**config.mk**
```make
export PLATFORM = sky130hd
export DESIGN_NAME = clint_tick_master
export DESIGN_NICKNAME = d
export VERILOG_FILES = /design/src/rtl/clint_tick_master_pkg.sv /design/src/rtl/clint_tick_bus_if.sv /design/src/rtl/clint_tick_master.sv
export SDC_FILE = /design/constraint.sdc
export NUM_CORES = 1
export LEC_CHECK = 0
export BUFFER_PORTS_ARGS = -buffer_cell sky130_fd_sc_hd__buf_2
export CAP_MARGIN = 25
export CORE_MARGIN = 1
export CORE_UTILIZATION = 64
export CTS_CLUSTER_DIAMETER = 120
export CTS_CLUSTER_SIZE = 28
export DETAILED_ROUTE_END_ITERATION = 10
export MAX_ROUTING_LAYER = met4
export PLACE_DENSITY = 0.83
export RECOVER_POWER = 100
export SLEW_MARGIN = 40
export SYNTH_ARGS = -nofsm -noshare
export SYNTH_HDL_FRONTEND = slang
export SYNTH_SLANG_ARGS = --single-unit
```
**constraint.sdc**
```tcl
create_clock -name clk -period 12.5 [get_ports clk]
set_input_delay 0.625 -clock clk [delete_from_list [all_inputs] [get_ports clk]]
set_output_delay 0.625 -clock clk [all_outputs]
set_load 0.02 [all_outputs]
```
**src/rtl/clint_tick_master_pkg.sv**
```systemverilog
// Shared encodings for the CLINT tick master: FSM states,
// CLINT offsets and request/response bit positions.
`define REQ_W (1 + ADDR_W + DATA_W + DATA_W / 8)
`define RESP_W (DATA_W + 1)

package clint_tick_master_pkg;

  typedef enum logic [3:0] {
    IDLE,
    RD_HI0,
    RD_LO,
    RD_HI1,
    WR_LO_MAX,
    WR_HI,
    WR_LO,
    ARMED,
    DISARM
`ifdef CLINT_TICK_MSIP_EN
    , WR_MSIP
`endif
  } state_t;

  localparam logic [31:0] OFF_MSIP = 32'h0000_0000;
  localparam logic [31:0] OFF_MTIMECMP = 32'h0000_4000;
  localparam logic [31:0] OFF_MTIME = 32'h0000_BFF8;

  // req = {valid, address, wdata, wstrb}; resp = {rdata, ready}
  localparam int REQ_WSTRB = 0;
  localparam int RESP_READY = 0;
  localparam int RESP_RDATA = 1;

  function automatic int req_wdata_lsb(int dw);
    return dw / 8;
  endfunction

  function automatic int req_addr_lsb(int dw);
    return dw + dw / 8;
  endfunction

  function automatic int req_valid_bit(int aw, int dw);
    return aw + dw + dw / 8;
  endfunction

endpackage

```
**src/rtl/clint_tick_bus_if.sv**
```systemverilog
// Single-outstanding valid/ready initiator; the FSM holds cmd
// while it waits and sees a one-cycle done with read data.
module clint_tick_bus_if
  import clint_tick_master_pkg::*;
#(
  parameter int ADDR_W = 32,
  parameter int DATA_W = 32
) (
  input  logic              clk,
  input  logic              reset,
  input  logic              cmd,
  input  logic              cmd_we,
  input  logic [ADDR_W-1:0] cmd_addr,
  input  logic [DATA_W-1:0] cmd_wdata,
  output logic              done,
  output logic [DATA_W-1:0] rdata,
  output logic [`REQ_W-1:0] req,
  input  logic [`RESP_W-1:0] resp
);

  logic                valid;
  logic [ADDR_W-1:0]   addr;
  logic [DATA_W-1:0]   wdata;
  logic [DATA_W/8-1:0] wstrb;
  logic                ready;

  assign ready = resp[RESP_READY];
  assign rdata = resp[RESP_RDATA +: DATA_W];
  assign done = valid & ready;

  always_ff @(posedge clk) begin
    if (reset) begin
      valid <= 1'b0;
      addr <= '0;
      wdata <= '0;
      wstrb <= '0;
    end else if (valid) begin
      if (ready) valid <= 1'b0;
    end else if (cmd) begin
      valid <= 1'b1;
      addr <= cmd_addr;
      wdata <= cmd_we ? cmd_wdata : '0;
      wstrb <= cmd_we ? '1 : '0;
    end
  end

  always_comb begin
    req = '0;
    req[req_valid_bit(ADDR_W, DATA_W)] = valid;
    req[req_addr_lsb(DATA_W) +: ADDR_W] = addr;
    req[req_wdata_lsb(DATA_W) +: DATA_W] = wdata;
    req[REQ_WSTRB +: DATA_W/8] = wstrb;
  end

endmodule

```
**src/rtl/clint_tick_master.sv**
```systemverilog
// Programs mtimecmp for a periodic timer tick over a simple bus.
// CLINT_TICK_MSIP_EN adds sw_irq and an msip write state.
module clint_tick_master
  import clint_tick_master_pkg::*;
#(
  parameter int              ADDR_W = 32,
  parameter int              DATA_W = 32,
  parameter logic [ADDR_W-1:0] CLINT_BASE = 32'h0200_0000,
  parameter int              HART_ID = 0
) (
  input  logic               clk,
  input  logic               reset,
  output logic [`REQ_W-1:0]  req,
  input  logic [`RESP_W-1:0] resp,
  input  logic               start,
  input  logic               stop,
  input  logic [31:0]        period,
  input  logic               mtip,
`ifdef CLINT_TICK_MSIP_EN
  input  logic               sw_irq,
`endif
  output logic               busy,
  output logic               tick,
  output logic [15:0]        tick_cnt
);

  localparam logic [ADDR_W-1:0] A_CMP_LO =
    CLINT_BASE + ADDR_W'(OFF_MTIMECMP) + ADDR_W'(8 * HART_ID);
  localparam logic [ADDR_W-1:0] A_CMP_HI = A_CMP_LO + ADDR_W'(4);
  localparam logic [ADDR_W-1:0] A_MT_LO = CLINT_BASE + ADDR_W'(OFF_MTIME);
  localparam logic [ADDR_W-1:0] A_MT_HI = A_MT_LO + ADDR_W'(4);
`ifdef CLINT_TICK_MSIP_EN
  localparam logic [ADDR_W-1:0] A_MSIP =
    CLINT_BASE + ADDR_W'(OFF_MSIP) + ADDR_W'(4 * HART_ID);
`endif

  state_t              state_q, state_d;
  logic                cmd, cmd_we, done, fire;
  logic [ADDR_W-1:0]   cmd_addr;
  logic [DATA_W-1:0]   cmd_wdata, rdata;
  logic [DATA_W-1:0]   hi0, lo;
  logic [31:0]         period_q;
  logic [63:0]         next;
  logic                stop_q, stop_pend, sw_pend;

  assign stop_pend = stop | stop_q;

`ifdef CLINT_TICK_MSIP_EN
  logic sw_q, ret_armed;
  assign sw_pend = sw_irq | sw_q;
`else
  assign sw_pend = 1'b0;
`endif

  clint_tick_bus_if #(.ADDR_W(ADDR_W), .DATA_W(DATA_W)) u_bus (
    .clk      (clk),
    .reset    (reset),
    .cmd      (cmd),
    .cmd_we   (cmd_we),
    .cmd_addr (cmd_addr),
    .cmd_wdata(cmd_wdata),
    .done     (done),
    .rdata    (rdata),
    .req      (req),
    .resp     (resp)
  );

  always_ff @(posedge clk) begin
    if (reset) state_q <= IDLE;
    else state_q <= state_d;
  end

  always_comb begin
    state_d = state_q;
    unique case (state_q)
      IDLE: begin
        if (start) state_d = RD_HI0;
`ifdef CLINT_TICK_MSIP_EN
        else if (sw_pend) state_d = WR_MSIP;
`endif
      end
      RD_HI0: if (done) state_d = stop_pend ? DISARM : RD_LO;
      RD_LO: if (done) state_d = stop_pend ? DISARM : RD_HI1;
      RD_HI1: begin
        // hi moved between reads: lo may belong to either epoch
        if (done) begin
          if (stop_pend) state_d = DISARM;
          else if (rdata != hi0) state_d = RD_LO;
          else state_d = WR_LO_MAX;
        end
      end
      WR_LO_MAX: if (done) state_d = stop_pend ? DISARM : WR_HI;
      WR_HI: if (done) state_d = stop_pend ? DISARM : WR_LO;
      WR_LO: if (done) state_d = stop_pend ? DISARM : ARMED;
      ARMED: begin
        if (stop_pend) state_d = DISARM;
        else if (sw_pend) state_d = state_q;
        else if (mtip) state_d = WR_LO_MAX;
`ifdef CLINT_TICK_MSIP_EN
        if (!stop_pend && sw_pend) state_d = WR_MSIP;
`endif
      end
      DISARM: if (done) state_d = IDLE;
`ifdef CLINT_TICK_MSIP_EN
      WR_MSIP: begin
        if (done) begin
          if (!ret_armed) state_d = IDLE;
          else state_d = stop_pend ? DISARM : ARMED;
        end
      end
`endif
      default: state_d = IDLE;
    endcase
  end

  always_comb begin
    cmd = 1'b0;
    cmd_we = 1'b0;
    cmd_addr = '0;
    cmd_wdata = '0;
    busy = (state_q != IDLE);
    fire = (state_q == ARMED) & mtip & ~stop_pend & ~sw_pend;
    unique case (state_q)
      RD_HI0, RD_HI1: begin
        cmd = 1'b1;
        cmd_addr = A_MT_HI;
      end
      RD_LO: begin
        cmd = 1'b1;
        cmd_addr = A_MT_LO;
      end
      WR_LO_MAX: begin
        cmd = 1'b1;
        cmd_we = 1'b1;
        cmd_addr = A_CMP_LO;
        cmd_wdata = '1;
      end
      WR_HI: begin
        cmd = 1'b1;
        cmd_we = 1'b1;
        cmd_addr = A_CMP_HI;
        cmd_wdata = DATA_W'(next[63:32]);
      end
      WR_LO: begin
        cmd = 1'b1;
        cmd_we = 1'b1;
        cmd_addr = A_CMP_LO;
        cmd_wdata = DATA_W'(next[31:0]);
      end
      DISARM: begin
        cmd = 1'b1;
        cmd_we = 1'b1;
        cmd_addr = A_CMP_HI;
        cmd_wdata = '1;
      end
`ifdef CLINT_TICK_MSIP_EN
      WR_MSIP: begin
        cmd = 1'b1;
        cmd_we = 1'b1;
        cmd_addr = A_MSIP;
        cmd_wdata = DATA_W'(1);
      end
`endif
      default: ;
    endcase
  end

  always_ff @(posedge clk) begin
    if (reset) begin
      period_q <= '0;
      hi0 <= '0;
      lo <= '0;
      next <= '0;
      stop_q <= 1'b0;
      tick <= 1'b0;
      tick_cnt <= '0;
    end else begin
      stop_q <= (state_d == IDLE) ? 1'b0 : stop_pend;
      tick <= fire;
      if (state_q == IDLE && start) period_q <= period;
      if (done && state_q == RD_HI0) hi0 <= rdata;
      if (done && state_q == RD_LO) lo <= rdata;
      if (done && state_q == RD_HI1) begin
        if (rdata != hi0) hi0 <= rdata;
        else next <= {hi0, lo} + {32'd0, period_q};
      end
      if (fire) begin
        next <= next + {32'd0, period_q};
        tick_cnt <= tick_cnt + 16'd1;
      end
    end
  end

`ifdef CLINT_TICK_MSIP_EN
  always_ff @(posedge clk) begin
    if (reset) begin
      sw_q <= 1'b0;
      ret_armed <= 1'b0;
    end else begin
      sw_q <= (state_q == WR_MSIP && done) ? sw_irq : sw_pend;
      if (state_d == WR_MSIP && state_q != WR_MSIP)
        ret_armed <= (state_q == ARMED);
    end
  end
`endif

endmodule
```
-- Word-level counts from Yosys, hierarchy flattened
Index checks and enable logic that the tools add are counted.
- flip-flop bits (word level): 251
- input port bits: 70
- output and inout bits: 87
- word-level logic and storage cells: 81
- add/subtract/negate cells: 3
- equal/unequal tests: 10
- multiplexer cells: 33
- bitwise logic cells: 6
- reduce and logical (&&, ||, !) cells: 17
- operators with widths (kind ; number):
    $mux W64 ; 3
    $add A64 B32 Y64 ; 2
    $mux W32 ; 4
    $pmux W26 S4 ; 1
    $pmux W32 S3 ; 1
    $mux W4 ; 17
    $pmux W4 S9 ; 1
    $ne A32 B32 Y1 ; 1
    $add A16 B1 Y16 const B ; 1
    $eq A4 B3 Y1 const B ; 4
    $reduce_or A2 Y1 ; 5
    $eq A4 B2 Y1 const B ; 2
    $logic_not A4 Y1 ; 2
    $reduce_or A7 Y1 ; 1
    $mux W1 ; 5
    $eq A4 B1 Y1 const B ; 1
    $eq A4 B4 Y1 const B ; 1
    $logic_and A1 B1 Y1 ; 4
    $reduce_and A2 Y1 ; 2
    $reduce_bool A4 Y1 ; 1
    $reduce_or A4 Y1 ; 1
    $and A1 B1 Y1 ; 3
    $mux W3 ; 1
    $ne A2 B2 Y1 const B ; 1
    3 further kinds ; 4

-- Logic depth before layout (Yosys ltp)
Gate-level depths: netlist of run 1.
- word-level depth: 7
- depth in mapped cells: 22
- mapped depth without buffers: 14

-- Modules after synthesis
A second synthesis of run 1 with hierarchy kept.
- cells, all modules: 1911
- area, all modules: 14436.3 um^2
- modules (own cells, without submodules) (module ; instances ; cells each ; area each (um^2)):
    clint_tick_master ; 1 ; 1584 ; 11828.8
    clint_tick_bus_if ; 1 ; 327 ; 2607.5

-- Worst setup path after synthesis of run 1
Ideal clock, no wire load.
- path kind: in2reg
- start: input port stop
- end: register next[33]
- setup time: 0.063 ns
- arrival time: 5.060 ns
- data required time: 12.437 ns
- path slack: 7.377 ns
- stages on the path: 19
- path buffers: 8
- cells stage by stage: nand4bb_1 nor2_1 clkbuf_1 clkbuf_1 buf_2 buf_2 buf_1 clkbuf_1 nand2_1 nand2_1 ha_1 clkbuf_1 nand4_1 or4_1 or3_4 a31o_1 buf_6 or4_1 nand3_1
- word-level cells in the longest chain between the ends: 5
- elaborated cells between the ends (all ways): 7
- RTL lines (item ; line ; text):
    start: declaration ; clint_tick_master.sv:16 ; input logic stop,
    $or A1 B1 Y1 (*) ; clint_tick_master.sv:46 ; assign stop_pend = stop | stop_q;
    $not A1 Y1 (*) ; clint_tick_master.sv:122 ; fire = (state_q == ARMED) & mtip & ~stop_pend & ~sw_pend;
    $and A1 B1 Y1 (*) ; clint_tick_master.sv:122 ;
    $ne A2 B2 Y1 (no line) / $reduce_bool A2 Y1 (equally long branches) ; n/a ;
    $reduce_and A2 Y1 (no line) ; n/a ;
    end signal: assignment ; clint_tick_master.sv:185 ; else next <= {hi0, lo} + {32'd0, period_q};
    end signal: assignment ; clint_tick_master.sv:188 ; next <= next + {32'd0, period_q};
    end: declaration ; clint_tick_master.sv:43 ; logic [63:0] next;
Every way passes the cells marked *; elsewhere a longest branch is shown, timed or not.
A chain may end at the register's enable or synchronous reset.

-- Worst setup path in the final report of run 1
- start: register state_q[1]
- end: register next[56]
- word-level cells in the longest chain between the ends: 5
- elaborated cells between the ends (all ways): 9
- RTL lines (item ; line ; text):
    start: declaration ; clint_tick_master.sv:37 ; state_t state_q, state_d;
    start signal: assignment ; clint_tick_master.sv:70 ; else state_q <= state_d;
    $eq A4 B3 Y1 ; clint_tick_master.sv:122 ;
    $and A1 B1 Y1 (2 in series) ; clint_tick_master.sv:122 ;
    $ne A2 B2 Y1 (no line) / $reduce_bool A2 Y1 (equally long branches) ; n/a ;
    $reduce_and A2 Y1 (no line) ; n/a ;
Parallel ways exist; a longest one is shown, timed or not.

==> results.md, run 1 <==
- The first global-routing pass estimated 68,300 um of wire.
- The setup path with the least slack is of type reg2reg.
- Summed over all nets, the half-perimeter wirelength after detailed placement is 31,700 um.
- The overall via count from detail_route is 13,600.
- The overall routed net length is 43,900 um.
- The die width is 146 um.
- The setup total negative slack is 0 ps.
- The peak clock frequency supported by timing is 118 MHz.
- Setup repair after global routing left no endpoint under its margin.
- The filler cells instantiated in the layout total 1,767.
- Routability-driven placement finished with a final weighted congestion of 0.984.
- The worst reg-to-reg setup slack is 4060 ps.
- The type of origin of the critical path is a flip-flop.
- In this run, the number of DRC markers left after iteration 0 of detailed routing was 1,503.
- The largest net degree at the start of global routing is 90.
- The worst register-to-register path begins at state_q[1].
- The synthesized instance count is 1,786.
- The final-report max-slew violation count is 351.
- The sequential element share of the synthesized area is 33.1%.
- In the final design database the tool counted 1,905 nets.
- In the post-route analysis, the smallest setup slack over all paths is 4060 ps.
- The most used standard cell by instance count after synthesis is sky130_fd_sc_hd__nand2_1.
- At the pin with the least slew margin, the transition time is 3300 ps.
- The average size of a mapped cell is 7.44 um2.
- Prior to clock tree synthesis, the placed netlist has a worst setup slack of 7050 ps.
- The initial core utilization is 65.5%.
- The number of post-CTS setup repair buffers is 0.
- The destination of the worst register-to-register timing path is next[56].
- The detail-routed via count per cell is 6.58.
- The worst endpoint required time is 12,890 ps.
- The routed length per instance is 21.2 um.
- Clock-pin slew was measured on the worst setup and hold paths at 110 ps.
- The clock latency reported for the late side of the worst-skew pair is 490 ps.
- The synthesized design contains 0 enable-type register cells.
- The number of placement rows is 52.
- Data arrives at the worst endpoint at 8830 ps.
- The highest fanout seen on the critical path is 65.
- The number of hold buffers added after cts is 0.
- For this design the ratio of total power to cell area is 94.1 mW/mm2.
- The TritonCTS clock tree is yes.
- Dividing the final minimum period by the clock period gives 67.5%.
- The start point of the worst hold path is period[18].
- The number of storage elements in the synthesis netlist is 220.
- In this run the standard cell core region covers 0.0203 mm2.
- The dominant synthesized flop cell is sky130_fd_sc_hd__dfxtp_1.
- Yosys printed 0 warnings.
- The distinct cell type count of the synthesized netlist is 74.
- The clock drives 220 sinks.
- In this run, placement finished with an instance count of 2,055.
- The number of detailed-routing iterations run before antenna repair is 6.
- The boundary pin count is 157.
- 0 antenna diodes ended up in the layout.
- The number of buffers inserted by port buffering is 139.
- The number of antenna-violating nets in the routed design is 0.
- The floorplan step defined a die boundary enclosing 0.0213 mm2.
- Across the routed clock network, the largest skew measured is 23.2 ps.
- The power consumption is 1.31 mW.
- For this run, asynchronously set or reset flops after synthesis account for 0%.
- The number of gates resized after CTS is 0.
- The area added between synthesis and finish is 5.06%.
- The maximum resistive drop on vdd is 0.000114 V.
- In this run the clock root is driven by a sky130_fd_sc_hd__clkbuf_16.
- The mapped netlist covers 0.0133 mm2.
- After synthesis, the largest area contributor takes up 33.1% of total cell area.
- The final hold violation count came to 0.
- Counting cells, the worst reg-to-reg path comes to 16.
- The share of cells above drive strength 1 is 7.00%.
- The reported max-cap violation count is 8.
- In the final layout, flip-flops and latches occupy 0.00440 mm2.
- After synthesis, the most frequently instantiated cells are 361 x sky130_fd_sc_hd__nand2_1, 220 x sky130_fd_sc_hd__dfxtp_1, 180 x sky130_fd_sc_hd__nor2_1.
- The path with the worst hold slack has its endpoint at period_q[18].
- Sorting the synthesized cells by area gives the leading types as sky130_fd_sc_hd__dfxtp_1 33%, sky130_fd_sc_hd__nand2_1 10%, sky130_fd_sc_hd__a21oi_1 6.1%.
- The aggregate global-route resource usage is 41.5%.
- The die height is 146 um.
- Counting along the longest clock path gives a buffer depth of 3.
- The number of remaining DRC errors is 0.
- The post-route non-filler standard cell count is 2,069.
- TritonCTS created 11 clock buffers.
- Headroom to the max-slew limit came out at -120%.
- In this run the number of H-tree levels came out at 1.
- The initial antenna violation count was 0.
- For this design the static power due to leakage is 5.09 nW.
- The checks that failed: max-capacitance violations, max-slew violations.
- The largest total area in the synthesized netlist belongs to sky130_fd_sc_hd__dfxtp_1.
- The setup violation total in the final timing report is 0.
- The flow ran to the end, but the final reports show violations.
- The clock period minus worst slack is 8440 ps.
- Summed over all layers, the global routing overflow is 0.
- The area occupied by multi-input gates is 0.00810 mm2.
- The critical path endpoint category is a flip-flop.
- The type of the worst min-delay path is in2reg.
- The via count of the first global-routing pass is 12,500.
- The instance count along the most critical hold path is 3.
==> flip-flops by register name, indices dropped and copies added, names as in the netlist, 4 cells and up <==
name and cells:
hi0 32, lo 32, next 64, period_q 32, state_q 4, tick_cnt 16, u_bus.addr 4, u_bus.wdata 32
==> area by class of cell <==
class | count | share of cell area, %
Clock buffer | 13 | 2.17
Inverter | 19 | 0.511
Multi-Input combinational cell | 1388 | 58.0
Sequential cell | 220 | 31.5
Tap cell | 270 | 2.42
Timing Repair Buffer | 159 | 5.37
==> logic make-up (layout without fill, tap and decap cells) <==
family / Yosys count / count (layout) / share of synthesized area [%]
mux: 69 / 69 / 5.33
buf+inv: 194 / 191 / 6.67
xor+xnor: 67 / 67 / 4.42
other cells: 1 / 17 / 0.0282
simple gates: 749 / 749 / 24.9
compound gates: 450 / 450 / 22.1
flops: 220 / 220 / 33.1
fa+ha+maj: 36 / 36 / 3.45
==> cell usage in the layout, fill, tap and decap left out, drive strengths merged, types with 6 or more instances in the layout <==
cell type  count
a211oi        52
conb          17
mux2i         55
nor4          22
nand3b         8
a2111oi        8
xnor2         16
nand3         45
o21ai         41
o311ai        10
buf           82
dfxtp        220
or2            7
nand2b         7
o211ai        13
a21o          17
nor2         180
and3          16
a2bb2oi        6
a22oi         34
clkbuf        90
or4            7
mux2          14
xor2          51
a21oi        163
ha            35
nand4         31
nor3          31
o21bai        11
a31oi         30
o31ai         18
nand2        361
or3           10
inv           19
==> report_power, final <==
| part | leakage, nW | switching, mW | internal (mW) |
|---|---|---|---|
| registers | 1.78 | 0.0192 | 0.723 |
| clock network | 0.150 | 0.234 | 0.173 |
| logic | 3.15 | 0.113 | 0.0502 |
| total | 5.09 | 0.367 | 0.946 |
==> worst max path at each step <==
stage | slack [ps] | cells past startpoint | startpoint | end
finish | 4060 | 16 | state_q[1] | next[56]
global route | 3470 | 16 | state_q[1] | next[56]
CTS | 7170 | 14 | state_q[1] | next[57]
detailed placement | 7050 | 15 | stop | next[57]
global placement | 7160 | 15 | stop | next[57]
floorplan | 7380 | 19 | stop | next[33]
==> through the flow <==
step / util [%] / hold WS, ps / instance area (um2)
after detailed placement: 67.9 / 447 / 13800
after CTS: 69.4 / 354 / 14100
after global routing: 68.8 / 364 / 14000
after floorplan: - / 432 / 13300
after global placement: 67.8 / 439 / 13800
final: 68.8 / 359 / 14000
==> routing by layer <==
layer,global-route usage [%],wire length [um],up-vias
met5,-,0,-
met2,64.4,19400,808
met1,52.1,17500,6363
met3,6.69,4500,142
li1,-,-,6297
met4,21.4,2530,0
==> worst max-delay path, cell delays in order (launching register included) <==
cell                        delay, ps
sky130_fd_sc_hd__dfxtp_1          480
sky130_fd_sc_hd__and4bb_2         330
sky130_fd_sc_hd__nand3_1         1510
sky130_fd_sc_hd__clkbuf_1        2420
sky130_fd_sc_hd__nand2_1          320
sky130_fd_sc_hd__nand2_1          190
sky130_fd_sc_hd__ha_1             210
sky130_fd_sc_hd__fa_1             250
sky130_fd_sc_hd__a211oi_1         140
sky130_fd_sc_hd__o211ai_1         290
sky130_fd_sc_hd__nand4_1          120
sky130_fd_sc_hd__nand2_1          180
sky130_fd_sc_hd__o2111ai_1        190
sky130_fd_sc_hd__buf_4            260
sky130_fd_sc_hd__a2111oi_0        780
sky130_fd_sc_hd__mux2_2           410
sky130_fd_sc_hd__o211a_1          220
Note: power is estimated with default switching activity, not from simulation.
==> run 2: changes to the inputs <==
--- a/config.mk
+++ b/config.mk
@@ -8,12 +8,12 @@
 export BUFFER_PORTS_ARGS = -buffer_cell sky130_fd_sc_hd__buf_2
 export CAP_MARGIN = 25
 export CORE_MARGIN = 1
-export CORE_UTILIZATION = 64
+export CORE_UTILIZATION = 54
 export CTS_CLUSTER_DIAMETER = 120
 export CTS_CLUSTER_SIZE = 28
 export DETAILED_ROUTE_END_ITERATION = 10
 export MAX_ROUTING_LAYER = met4
-export PLACE_DENSITY = 0.83
+export PLACE_DENSITY = 0.75
 export RECOVER_POWER = 100
 export SLEW_MARGIN = 40
 export SYNTH_ARGS = -nofsm -noshare
==> constraint.sdc (replaced) <==
create_clock -name clk -period 7.76 [get_ports clk]
set_input_delay 0.388 -clock clk [delete_from_list [all_inputs] [get_ports clk]]
set_output_delay 0.388 -clock clk [all_outputs]
set_load 0.02 [all_outputs]
==> results.md, run 2 (synthesis gave the netlist of run 1 again) <==
- The destination of the worst register-to-register timing path is next[57] (was next[56]).
- The via count of the first global-routing pass is 12,100 (was 12,500).
- The initial antenna violation count is 0 (unchanged).
- The start point of the worst hold path is period[21] (was period[18]).
- The count of cells along the worst register-to-register path is 15 (was 16).
- The maximum resistive drop on vdd is 0.000173 V (was 0.000114 V).
- The cell type of the slowest stage on the worst timing path is sky130_fd_sc_hd__nand3_1 (was sky130_fd_sc_hd__clkbuf_1).
- The peak clock frequency supported by timing was 164 MHz (was 118 MHz).
- The area added between synthesis and finish is 5.55% (was 5.06%).
- The number of antenna-violating nets in the routed design was 0 (unchanged).
- The critical path launch point is state_q[1] (unchanged).
- The final worst hold slack is 133 ps (was 359 ps).
- The TritonCTS sink count is 220 (unchanged).
- The most repeated library cell on the critical path is sky130_fd_sc_hd__nand2_1 (unchanged).
- The die area is 0.0252 mm2 (was 0.0213 mm2).
- The number of buffers on the longest clock path is 3 (unchanged).
- The share of the clock period used by the worst path after layout came to 78.5% (was 67.5%).
- The clock input transition at the sequential cells of the worst setup and hold paths is 120 ps (was 110 ps).
- The global route total overflow is 0 (unchanged).
- The worst reg-to-reg setup slack came to 1670 ps (was 4060 ps).
- The count of routing violations after the opening detailed-route iteration is 1,508 (was 1,503).
- The number of nets in the layout is 1,905 (unchanged).
- The type of the worst min-delay path is in2reg (unchanged).
- The die height came to 159 um (was 146 um).
- The initial core utilization is 54.8% (was 65.5%).
- The post-placement cell area is 0.0139 mm2 (was 0.0138 mm2).
- The largest net degree at the start of global routing is 116 (was 90).
- The reported max-cap violation count is 7 (was 8).
- The power consumption is 2.10 mW (was 1.31 mW).
- The number of detailed-routing iterations run before antenna repair came to 6 (unchanged).
- The number of placement rows is 57 (was 52).
- The start-to-end type of the worst setup path is reg2reg (unchanged).
- The setup violation total in the final timing report is 0 (unchanged).
- Setup repair after global routing missed its margin: false (unchanged).
- The clock latency reported for the late side of the worst-skew pair came to 500 ps (was 490 ps).
- The register bank with the most flops is next (unchanged).
- The amount of wire on met3 after detailed routing was 3520 um (was 4500 um).
- The type of origin of the critical path is a flip-flop (unchanged).
- The routed length on met1 is 18,500 um (was 17,500 um).
- The number of post-CTS setup repair buffers is 0 (unchanged).
- The number of remaining DRC errors was 0 (unchanged).
- Cells along the critical path: and4bb_2 -> nand3_1 -> buf_12 -> nand2_1 -> nand2_1 -> ha_1 -> and3_1 -> nor3b_1 -> a2111oi_0 -> clkbuf_1 -> or3_1 -> a31oi_4 -> nand4_1 -> or3b_1 -> a31oi_1 (was and4bb_2 -> nand3_1 -> clkbuf_1 -> nand2_1 -> nand2_1 -> ha_1 -> fa_1 -> a211oi_1 -> o211ai_1 -> nand4_1 -> nand2_1 -> o2111ai_1 -> buf_4 -> a2111oi_0 -> mux2_2 -> o211a_1).
- Violations in the final reports: max-capacitance violations, max-slew violations (unchanged).
- The detail-routed via count per cell is 6.25 (was 6.58).
- The launch instance of the worst register-to-register path is state_q[1] (unchanged).
- The HPWL after detailed placement is 31,500 um (was 31,700 um).
- The final-report max-slew violation count is 266 (was 351).
- The aggregate global-route resource usage is 34.3% (was 41.5%).
- The number of clock buffers inserted by TritonCTS is 11 (unchanged).
- The flip-flop count of the largest register after layout is 64 (unchanged).
- The standard cell core area came to 0.0242 mm2 (was 0.0203 mm2).
- Outcome: complete, but fails checks (unchanged).
- The cell area after layout is 0.0140 mm2 (about the same).
- The overall routed net length came to 43,100 um (was 43,900 um).
- The final weighted congestion of routability-driven global placement came to 0.986 (was 0.984).
- The TritonCTS clock tree is yes (unchanged).
- The destination of the worst hold path is period_q[21] (was period_q[18]).
- The share of cells above drive strength 1 came to 7.00% (unchanged).
- The slew at the pin with the worst max-slew slack was 2490 ps (was 3300 ps).
- The highest fanout seen on the critical path is 40 (was 65).
- The cell area power density is 150 mW/mm2 (was 94.1 mW/mm2).
- The worst endpoint required time is 8180 ps (was 12,890 ps).
- The worst-case headroom to the max-slew limit is -66.2% (was -120%).
- The critical path endpoint category is a flip-flop (unchanged).
- The delay of the slowest cell on the worst path was 1120 ps (was 2420 ps).
- The number of hold buffers added after cts came to 0 (unchanged).
- The worst clock skew is 31.6 ps (was 23.2 ps).
- Most used cells in the layout excluding fill and tap cells: 361 x sky130_fd_sc_hd__nand2_1, 220 x sky130_fd_sc_hd__dfxtp_1, 175 x sky130_fd_sc_hd__nor2_1 (was 361 x sky130_fd_sc_hd__nand2_1, 220 x sky130_fd_sc_hd__dfxtp_1, 174 x sky130_fd_sc_hd__nor2_1).
- The overall via count from detail_route is 13,300 (was 13,600).
- The clock tree root driver cell is sky130_fd_sc_hd__clkbuf_16 (unchanged).
- The diode insertion count for antenna repair was 0 (unchanged).
- The leakage power summed over all cells is 5.07 nW (was 5.09 nW).
- The highest layer used for signal routing is met4 (unchanged).
- The die width is 159 um (was 146 um).
- The met2 wirelength from detailed routing is 19,600 um (was 19,400 um).
- The count of filler cells inserted in the layout came to 2,368 (was 1,767).
- The setup total negative slack is 0 ps (unchanged).
- The routed length per instance is 20.3 um (was 21.2 um).
- The clock period minus worst slack is 6090 ps (was 8440 ps).
- The total number of H-tree levels is 1 (unchanged).
- The wire length of the first global-routing pass is 67,800 um (was 68,300 um).
- The number of gates resized after CTS is 0 (unchanged).
- The instance count along the most critical hold path is 3 (unchanged).
- The number of buffers inserted by port buffering was 139 (unchanged).
- The leading cell type in the layout, fill and taps excluded is sky130_fd_sc_hd__nand2_1 (unchanged).
- The arrival time of data at the critical path endpoint is 6510 ps (was 8830 ps).
- The final core utilization came to 57.8% (was 68.8%).
- The boundary pin count came to 157 (unchanged).
- The final hold violation count is 0 (unchanged).
## run 2: changes by cell type in the layout (fill, tap and decap cells not counted), sizes merged
cell    delta
clkbuf     -1
clkinv     +1
## run 2: layout make-up
type / count / area (um2) / share of cell area (%)
well taps: 324 / 405 / 2.89
multi-input cells: 1388 / 8080 / 57.6
flip-flops and latches: 220 / 4400 / 31.4
clock buffers: 12 / 279 / 1.99
clock inverters: 1 / 5.00 / 0.0357
inverters: 19 / 71.3 / 0.508
repair buffers: 159 / 781 / 5.57
## run 2: power breakdown
part	leakage, nW	total (mW)	internal [mW]	switching (mW)
logic	3.14	0.259	0.0805	0.179
registers	1.78	1.20	1.16	0.0310
clock network	0.141	0.642	0.261	0.381
## run 2: worst max-delay path, delay by kind of cell (launching register included)
kind,cells,cell delay (ps)
AO/OA/AOI/OAI,3,750
flip-flops,1,630
adder cells (fa/ha/maj),1,370
buffers and inverters,2,810
AND/OR/NAND/NOR,9,3420
## run 2: layer usage
layer  track usage (%)  vias to the layer above
met5                 -                        -
met4              11.8                        0
met3              4.05                       90
met2              55.0                      650
met1              44.7                     6226
li1                  -                     6308
## run 2: stage by stage
| stage | cells | setup slack [ps] |
|---|---|---|
| finish | 2123 | 1670 |
| floorplan | 1802 | 2870 |
| detailed placement | 2110 | 2840 |
| CTS | 2123 | 2820 |
| global route | 2123 | 1410 |
| global placement | 2108 | 2840 |
## run 2: worst max path at each step
stage	end	depth (start not counted)
floorplan	next[33]	19
global placement	next[57]	13
detailed placement	next[43]	13
CTS	next[43]	13
global route	next[57]	15
finish	next[57]	15
==> run 3: changes to the inputs <==
==> constraint.sdc (replaced) <==
create_clock -name clk -period 5.16 [get_ports clk]
set_input_delay 0.258 -clock clk [delete_from_list [all_inputs] [get_ports clk]]
set_output_delay 0.258 -clock clk [all_outputs]
set_load 0.02 [all_outputs]
==> results.md, run 3 (synthesis gave the netlist of run 1 again) <==
- Outcome: complete, but fails checks (unchanged).
- Violations in the final reports: max-capacitance violations, max-slew violations (unchanged).
- The number of detailed-routing iterations run before antenna repair is 8 (was 6).
- The count of buffer and inverter cells on the critical path is 1 (was 2).
- The initial core utilization was 54.8% (unchanged).
- The worst endpoint required time is 5580 ps (was 8180 ps).
- The critical path endpoint category is a flip-flop (unchanged).
- The boundary pin count came to 157 (unchanged).
- The arrival time of data at the critical path endpoint is 5210 ps (was 6510 ps).
- The met2 wirelength from detailed routing was 19,500 um (was 19,600 um).
- The share of the clock period used by the worst path after layout was 93.0% (was 78.5%).
- Cells along the critical path: and4bb_1 -> nand3_4 -> buf_4 -> nand2_1 -> nand2_1 -> ha_1 -> nand4_1 -> or2_0 -> or4_1 -> or3_1 -> a31oi_4 -> nand4_1 -> or3b_1 -> a31oi_1 (was and4bb_2 -> nand3_1 -> buf_12 -> nand2_1 -> nand2_1 -> ha_1 -> and3_1 -> nor3b_1 -> a2111oi_0 -> clkbuf_1 -> or3_1 -> a31oi_4 -> nand4_1 -> or3b_1 -> a31oi_1).
- The clock input transition at the sequential cells of the worst setup and hold paths is 120 ps (about the same).
- The type of origin of the critical path is a flip-flop (unchanged).
- The cell area power density was 225 mW/mm2 (was 150 mW/mm2).
- The start-to-end type of the worst setup path is reg2reg (unchanged).
- The cell type of the slowest stage on the worst timing path is sky130_fd_sc_hd__dfxtp_1 (was sky130_fd_sc_hd__nand3_1).
- The routed length on met1 is 18,600 um (was 18,500 um).
- The register bank with the most flops is next (unchanged).
- The global route total overflow was 0 (unchanged).
- The amount of wire on met3 after detailed routing was 3380 um (was 3520 um).
- The clock latency reported for the late side of the worst-skew pair is 490 ps (was 500 ps).
- The flip-flop count of the largest register after layout is 64 (unchanged).
- The via count of the first global-routing pass is 12,100 (about the same).
- The number of antenna-violating nets in the routed design is 0 (unchanged).
- The leading cell type in the layout, fill and taps excluded is sky130_fd_sc_hd__nand2_1 (unchanged).
- The routed length per instance is 20.2 um (was 20.3 um).
- The clock tree root driver cell is sky130_fd_sc_hd__clkbuf_16 (unchanged).
- The power consumption is 3.18 mW (was 2.10 mW).
- The die width is 159 um (unchanged).
- The largest net degree at the start of global routing is 91 (was 116).
- The number of placement rows is 57 (unchanged).
- The highest fanout seen on the critical path is 17 (was 40).
- The number of buffers inserted by port buffering is 139 (unchanged).
- The worst-case headroom to the max-slew limit is -69.0% (was -66.2%).
- The diode insertion count for antenna repair is 0 (unchanged).
- The standard cell core area is 0.0242 mm2 (unchanged).
- The total number of H-tree levels is 1 (unchanged).
- Most used cells in the layout excluding fill and tap cells: 361 x sky130_fd_sc_hd__nand2_1, 220 x sky130_fd_sc_hd__dfxtp_1, 175 x sky130_fd_sc_hd__nor2_1 (unchanged).
- The overall via count from detail_route is 13,500 (was 13,300).
- The final weighted congestion of routability-driven global placement is 1.00 (was 0.986).
- The wire length of the first global-routing pass was 67,200 um (was 67,800 um).
- The die area is 0.0252 mm2 (unchanged).
- The post-route non-filler standard cell count is 2,138 (was 2,123).
- The maximum resistive drop on vdd came to 0.000240 V (was 0.000173 V).
- The setup violation total in the final timing report is 0 (unchanged).
- The family with the most delay on the worst path is simple AND/OR/NAND/NOR gates (unchanged).
- The initial antenna violation count was 0 (unchanged).
- The final core utilization came to 58.3% (was 57.8%).
- The count of placed standard cells including taps was 2,117 (was 2,110).
- The slew at the pin with the worst max-slew slack is 2530 ps (was 2490 ps).
- The number of nets in the layout came to 1,920 (was 1,905).
- The HPWL after detailed placement came to 31,400 um (was 31,500 um).
- The TritonCTS clock tree is yes (unchanged).
- The count of routing violations after the opening detailed-route iteration is 1,466 (was 1,508).
- The number of remaining DRC errors is 0 (unchanged).
- The die height is 159 um (unchanged).
- The final-report max-slew violation count is 169 (was 266).
- The clock period minus worst slack came to 4800 ps (was 6090 ps).
- The area added between synthesis and finish came to 6.47% (was 5.55%).
- The worst clock skew is 28.9 ps (was 31.6 ps).
- The detail-routed via count per cell came to 6.30 (was 6.25).
- The setup total negative slack is 0 ps (unchanged).
- The number of buffers on the longest clock path is 3 (unchanged).
- The type of the worst min-delay path is in2reg (unchanged).
- The number of post-CTS setup repair buffers is 0 (unchanged).
- The count of filler cells inserted in the layout came to 2,421 (was 2,368).
- The highest layer used for signal routing is met4 (unchanged).
- The TritonCTS sink count is 220 (unchanged).
- The leakage power summed over all cells is 5.13 nW (was 5.07 nW).
- The reported max-cap violation count is 5 (was 7).
- The setup slack after layout is 363 ps (was 1670 ps).
- The overall routed net length was 43,300 um (was 43,100 um).
- The final hold violation count is 0 (unchanged).
- The setup slack after placement is 509 ps (was 2840 ps).
- The aggregate global-route resource usage came to 34.2% (was 34.3%).
- Setup repair after global routing missed its margin: false (unchanged).
- The number of clock buffers inserted by TritonCTS is 11 (unchanged).
- The delay of the slowest cell on the worst path is 620 ps (was 1120 ps).
- The share of cells above drive strength 1 is 7.28% (was 7.00%).
- The peak clock frequency supported by timing is 208 MHz (was 164 MHz).
run 3: cell types whose count changed in the layout (fill, tap and decap cells not counted), sizes merged:
cell	before	now
clkinv	1	0
buf	82	87
clkbuf	89	92
dlygate4sd3	0	8
run 3: through the flow:
stage                     area [um2]  hold WS (ps)
after floorplan                13300           394
final                          14100          8.57
after global routing           14100          4.08
after CTS                      14300          1.19
after global placement         13900           441
after detailed placement       13900           448
run 3: worst min-delay path, delay by kind of cell:
family,cells,cell delay (ps)
buffers and inverters,1,100
AO/OA/AOI/OAI,1,50
AND/OR/NAND/NOR,1,50
run 3: what timing repair did:
item	in CTS	in global routing
hold endpoints to repair	8	0
gates resized for setup	0	1
hold buffers	8	0
endpoints found under the setup margin	0	1
run 3: path summary, 6_finish.rpt:
kind / startpoint / endpoint / cells after the start / slack [ps]
worst min register to register: lo[15] / lo[15] / 2 / 460
worst max-delay path: state_q[1] / next[57] / 14 / 360
worst max register to register: state_q[1] / next[57] / 14 / 360
worst min-delay path: period[20] / period_q[20] / 3 / 9
run 3: layout make-up:
cell class	instances	area, um2	area share [%]
clock buffer	13	303	2.14
timing repair buffer	174	870	6.15
multi-input combinational	1388	8100	57.2
tap	324	405	2.87
inverter	19	71.3	0.504
sequential	220	4400	31.1
run 3: metal layers:
layer	global-route usage [%]	vias to the layer above
li1	-	6322
met1	45.5	6382
met2	53.1	663
met3	3.94	92
met4	13.1	0
met5	-	-
run 3: where the power goes:
group / internal (mW) / switching (mW)
combinational: 0.126 / 0.275
sequential: 1.75 / 0.0449
clock: 0.420 / 0.563
